## src/rtl/idu_ex_elastic_pipe.sv

```systemverilog
// Elastic decode-to-execute buffer: DEPTH-entry valid/ready queue with single-cycle flush.
// Bubbles and flushed outputs carry an all-zero payload, matching a flushed ID/EX register.
module idu_ex_elastic_pipe #(
    parameter int DATA_W = 192,
    parameter int DEPTH  = 2,
    localparam int CNT_W = $clog2(DEPTH + 1)
) (
    input  logic              clk,
    input  logic              rst_n,
    input  logic              flush_i,
    input  logic              s_valid_i,
    output logic              s_ready_o,
    input  logic [DATA_W-1:0] s_data_i,
    output logic              m_valid_o,
    input  logic              m_ready_i,
    output logic [DATA_W-1:0] m_data_o,
    output logic [CNT_W-1:0]  count_o,
    output logic              empty_o,
    output logic              full_o
);

    localparam int AW    = $clog2(DEPTH);
    localparam int PTR_W = AW + 1;

    logic [DATA_W-1:0] mem [DEPTH];
    logic [PTR_W-1:0]  wr_ptr;
    logic [PTR_W-1:0]  rd_ptr;
    logic              push;
    logic              pop;

    // The extra MSB on each pointer is a wrap bit that separates full from empty.
    assign empty_o = (wr_ptr == rd_ptr);
    assign full_o  = (wr_ptr[AW-1:0] == rd_ptr[AW-1:0]) && (wr_ptr[AW] != rd_ptr[AW]);

    // Ready and valid depend only on stored state and flush, never on the far side's handshake.
    assign s_ready_o = ~full_o & ~flush_i;
    assign m_valid_o = ~empty_o & ~flush_i;
    assign m_data_o  = m_valid_o ? mem[rd_ptr[AW-1:0]] : '0;

    assign push = s_valid_i & s_ready_o;
    assign pop  = m_valid_o & m_ready_i;

    // For power-of-two DEPTH, CNT_W equals PTR_W, so the modular pointer difference is the count.
    assign count_o = CNT_W'(wr_ptr - rd_ptr);

    // NOTE: state registers use non-blocking assignments so every flop samples pre-edge values.
    always_ff @(posedge clk or negedge rst_n) begin
        if (!rst_n) begin
            wr_ptr <= '0;
            rd_ptr <= '0;
        end else if (flush_i) begin
            wr_ptr <= '0;
            rd_ptr <= '0;
        end else begin
            if (push) wr_ptr <= wr_ptr + 1'b1;
            if (pop)  rd_ptr <= rd_ptr + 1'b1;
        end
    end

    // NOTE: the payload array has no reset; stale entries are never visible because the
    // output is masked whenever the queue is empty or being flushed.
    always_ff @(posedge clk) begin
        if (push) mem[wr_ptr[AW-1:0]] <= s_data_i;
    end

endmodule

```

## config.mk

```make
export PLATFORM = sky130hd
export DESIGN_NAME = idu_ex_elastic_pipe
export DESIGN_NICKNAME = d
export VERILOG_FILES = /design/src/rtl/idu_ex_elastic_pipe.sv
export SDC_FILE = /design/constraint.sdc
export NUM_CORES = 1
export LEC_CHECK = 0
export CAP_MARGIN = 20
export CORE_MARGIN = 10
export CORE_UTILIZATION = 30
export DETAILED_ROUTE_END_ITERATION = 8
export GPL_TIMING_DRIVEN = 0
export PLACE_DENSITY = 0.63
export RECOVER_POWER = 25
export SETUP_SLACK_MARGIN = 0.4
export SYNTH_ARGS = -nofsm -noshare
export SYNTH_HDL_FRONTEND = slang
export SYNTH_SLANG_ARGS = --single-unit
```

## constraint.sdc

```tcl
create_clock -name clk -period 16.9 [get_ports clk]
set_clock_uncertainty 0.2 [all_clocks]
set_input_delay 2.535 -clock clk [delete_from_list [all_inputs] [get_ports clk]]
set_output_delay 2.535 -clock clk [all_outputs]
set_load 0.005 [all_outputs]
```

### Yosys cells after proc, flatten, opt, wreduce, memory -nomap -nowiden

Memory sizes are Yosys's and may differ from the RTL's.
Cells that the tools add are included.

* bits of input ports: 197
* memories kept: 1
* register bits: 4
* memory bits (writable): 384

* reduce and logical (&&, ||, !) cells: 3
* equality and inequality tests: 3
* $add $sub $neg: 3
* multiplexer cells: 7
* bitwise operators: 7

Memory list
* mem: depth 2, bits a word 192, read ports 1, clocked after Yosys merged registers in 0, write ports 1, line 25 `logic [DATA_W-1:0] mem [DEPTH];`

Operator list (count)
* $mux 192: 1
* $mux 2: 4
* $add 2x1->2 const B: 2
* $and 1x1->1: 4
* $reduce_bool 2->1: 2
* $not 1->1: 3
* $eq 2x2->1: 1
* $mux 1: 2
* $sub 2x2->2: 1
* $eq 1x1->1: 1
* $logic_and 1x1->1: 1
* $ne 1x1->1: 1

### Logic depth before layout (Yosys ltp)

* word-level depth: 7
* mapped depth: 7
* depth with buffers taken out: 5

### Least setup slack after synthesis

OpenSTA, ideal clock, no wires.

* kind: in2reg
* start: input flush_i
* end: memory mem[1][0], enable pin
* path buffers: 1
* required time: 15.721 ns
* slack: 0.023 ns
* cell stages on the path: 2
* arrival time: 15.698 ns
* cell sequence: clkbuf_1 -> nor3_1

* word-level cells in the longest chain between the ends: 5

Ends and longest elaborated chain
* from (decl): line 10 `input logic flush_i,`
* $not 1->1: line 36 `assign s_ready_o = ~full_o & ~flush_i;`
* $and 1x1->1: line 36
* $and 1x1->1: line 40 `assign push = s_valid_i & s_ready_o;`
* $mux 1: line 63 `if (push) mem[wr_ptr[AW-1:0]] <= s_data_i;`
* $mux 1 (not written as such): line 63
* to (decl): line 25

No other way between the ends.

### Final worst setup path

* start: input flush_i
* end: output m_data_o[45]

* word-level cells in the longest chain between the ends: 3

Ends and longest elaborated chain
* $not 1->1: line 37 `assign m_valid_o = ~empty_o & ~flush_i;`
* $and 1x1->1: line 37
* $mux 192: line 38 `assign m_data_o = m_valid_o ? mem[rd_ptr[AW-1:0]] : '0;`
* to (decl): line 16 `output logic [DATA_W-1:0] m_data_o,`

No other way between the ends.

==> summary.md <==
| Metric | Value |
|---|---|
| IO Pins | 395 |
| Total Routed Length | 39.4 mm |
| Hold-fix buffers at CTS | 0 |
| Synth cell types | 25 |
| Routed vias | 8706 |
| Fill count | 4373 |
| Root Driver | clkbuf_16 |
| CP Launch Type | input pin |
| Crit. End Element | output port |
| Seq/Total Area, Yosys | 78.4% |
| Total grt overflow | 0 |
| Clock-pin slew on the worst setup and hold paths | 60 ps |
| P&R area growth vs syn | 44.1% |
| Arr. time, crit path | 4360 ps |
| Crit Path Class | input pin to output port |
| DR WL/cell | 19.7 um |
| Flop-to-flop setup slack | 13340 ps |
| Peak VDD IR | 94.1 uV |
| Syn Inst Count | 852 |
| Share of post-route cells with drive strength above 1 | 8.38% |
| Slew HR | 38.6% |
| DP HPWL | 28.8 mm |
| Post_cts resized | 0 |
| Die span in y | 242 um |
| Initial Util | 30.3% |
| WP data required | 14160 ps |
| Vias in the first global route | 9432 |
| Placer congestion estimate | 0.772 |
| Layout Nets | 1505 |
| Setup Buffers After CTS | 0 |
| Worst reg2reg path endpoint | mem[1][57] |
| # Max-Cap Violations | 0 |
| CTS Buffer Depth | 3 |
| Fmax achieved | 0.141 GHz |
| Worst min path class | flop to flop |
| DRC | 0 |
| Most frequent cells in the layout | edfxtp_1, clkdlybuf4s50_1, nor2_1, mux2i_1, dlygate4sd3_1 |
| Count of input and output buffers | 394 |
| Net Sw Frac | 29.8% |
| Leakage power | 7.17 nW |
| 1st-iter DRT viols | 401 |
| Mean Syn Cell Area | 17.4 um^2 |
| Core Util, Final | 43.7% |
| Synthesized flop and latch total | 388 |
| Die width | 242 um |
| Worst Hold Depth | 2 |
| Pwr dens | 158 nW/um^2 |
| Routed Antenna Nets | 0 |
| RSZ-0062 raised after global routing | no |
| Core Region | 49000 um^2 |
| Cell internal pwr | 2.37 mW |
| H-tree levels | 2 |
| Commonest non-fill, non-tap cell in the layout | edfxtp_1 |
| Worst skew pair latency | 550 ps |
| Final-report hold violation count | 0 |
| Worst-margin pin slew | 921 ps |
| Synthesized area | 14800 um^2 |
| Via-to-Cell Ratio | 4.34 |
| Slew Limit Fails | 0 |
| Status | finished clean |
| Num CTS Buffers | 43 |
| Comb pwr share | 37.8% |
| Fin crit period | 7100 ps |
| Clock network fraction of total power | 26.0% |
| Clock sinks | 388 |
| Global-route wire length before repair | 59.1 mm |
| Drt first pass iters | 6 |
| Gr usage total | 13.0% |
| Worst Hold Path EP | rd_ptr[1] |
| Full die area | 58700 um^2 |
| Fin Setup TNS | 0 ps |
| FP Rows | 81 |
| Psw | 1.01 mW |
| Initial antenna violation count | 9 |
| Largest net degree at the start of global routing | 62 |
| CTS tree | built |
| Hold Crit Start | wr_ptr[1] |
| Synth warnings | 0 |
| Final setup violation count | 0 |
| Final Cycle Share | 42.0% |
| R2r worst-path depth | 12 |
| Syn nets | 1050 |
| Crit-path max FO | 10 |
| R2R Path Start | wr_ptr[0] |
| Register share of total power | 36.2% |
-- state kept, by name, indices dropped and copies added (netlist names) --
name    flops
mem       384
rd_ptr      2
wr_ptr      2
-- worst max path at each step --
stage	from	to	cells after the start
3_3_place_gp	flush_i	mem[1][86]	3
5_1_grt	flush_i	m_data_o[48]	6
3_5_place_dp	flush_i	m_data_o[48]	6
2_1_floorplan	flush_i	mem[1][0]	2
6_report	flush_i	m_data_o[45]	6
4_1_cts	flush_i	m_data_o[48]	6
-- Yosys cell counts --
| cell | number | area, um^2 |
|---|---|---|
| dfrtp_1 | 4 | 100 |
| nor3b_1 | 2 | 15.0 |
| nand4b_1 | 1 | 8.76 |
| nand2_1 | 2 | 7.51 |
| a21oi_1 | 3 | 15.0 |
| o311ai_0 | 1 | 8.76 |
| buf_2 | 15 | 75.1 |
| edfxtp_1 | 384 | 11500 |
| ha_1 | 1 | 12.5 |
| buf_4 | 1 | 7.51 |
| clkbuf_1 | 9 | 33.8 |
| nand4_1 | 1 | 6.26 |
| xor2_1 | 1 | 8.76 |
| mux2i_1 | 195 | 1950 |
| or3_1 | 1 | 6.26 |
| nor2_1 | 198 | 743 |
| buf_6 | 20 | 225 |
| nand3_1 | 3 | 15.0 |
| xnor2_1 | 2 | 17.5 |
| a21o_1 | 1 | 7.51 |
| and3_1 | 1 | 6.26 |
| inv_1 | 3 | 11.3 |
| a31oi_1 | 1 | 6.26 |
| nor3_1 | 1 | 5.00 |
| and3b_1 | 1 | 8.76 |
-- cell families (layout without fill, tap and decap cells) --
logic type	Yosys count	after routing	share of synthesized area, %
compound gates	6	6	0.253
xor+xnor	3	3	0.177
fa+ha+maj	1	1	0.0843
buf+inv	48	533	2.38
flops	388	388	78.4
mux	195	195	13.2
other cells	0	4	0
simple gates	211	211	5.54
-- per-stage QoR --
| stage | hold slack (ps) | area, um^2 | cells | setup slack [ps] | power, mW |
|---|---|---|---|---|---|
| global placement | 411 | 19600 | 1910 | 552 | 2.56 |
| global route | 488 | 21400 | 2003 | 9720 | 3.55 |
| floorplan | 389 | 14800 | 852 | 5940 | 1.87 |
| CTS | 462 | 21400 | 2001 | 9790 | 3.45 |
| finish | 457 | 21400 | 2005 | 9800 | 3.37 |
| detailed placement | 455 | 20100 | 1926 | 9800 | 2.55 |
-- power groups by stage --
| stage | Sequential (mW) | Clock, mW | Combinational, mW |
|---|---|---|---|
| 2_1_floorplan | 1.27 | 0 | 0.603 |
| 3_3_place_gp | 1.29 | 0 | 1.27 |
| 3_5_place_dp | 1.24 | 0 | 1.31 |
| 4_1_cts | 1.22 | 0.907 | 1.32 |
| 5_1_grt | 1.23 | 0.948 | 1.38 |
| 6_report | 1.22 | 0.876 | 1.28 |
-- routing by layer --
metal | global-route usage [%] | part of all wire (%) | vias up
li1 | - | - | 4094
met4 | 3.53 | 1.9 | 10
met2 | 22.9 | 51 | 291
met1 | 14.0 | 38 | 4254
met5 | 0 | 0.17 | -
met3 | 5.63 | 9.1 | 57
-- worst max-delay path, stage by stage --
cell	delay, ps
clkdlybuf4s50_1	450
a21o_1	230
buf_6	190
buf_6	160
nor2_1	200
clkdlybuf4s50_1	580
-- area by class of cell --
type | instances | area (um^2) | share of cell area [%]
Multi-Input combinational cell | 416 | 2870 | 13.4
Clock inverter | 21 | 156 | 0.732
Sequential cell | 388 | 11600 | 54.4
Inverter | 3 | 11.3 | 0.0527
Buffer | 45 | 342 | 1.60
Antenna cell | 4 | 10.0 | 0.0468
Tap cell | 664 | 831 | 3.89
Timing Repair Buffer | 410 | 4370 | 20.4
Clock buffer | 54 | 1160 | 5.43
Power figures use the tool's default switching activity.
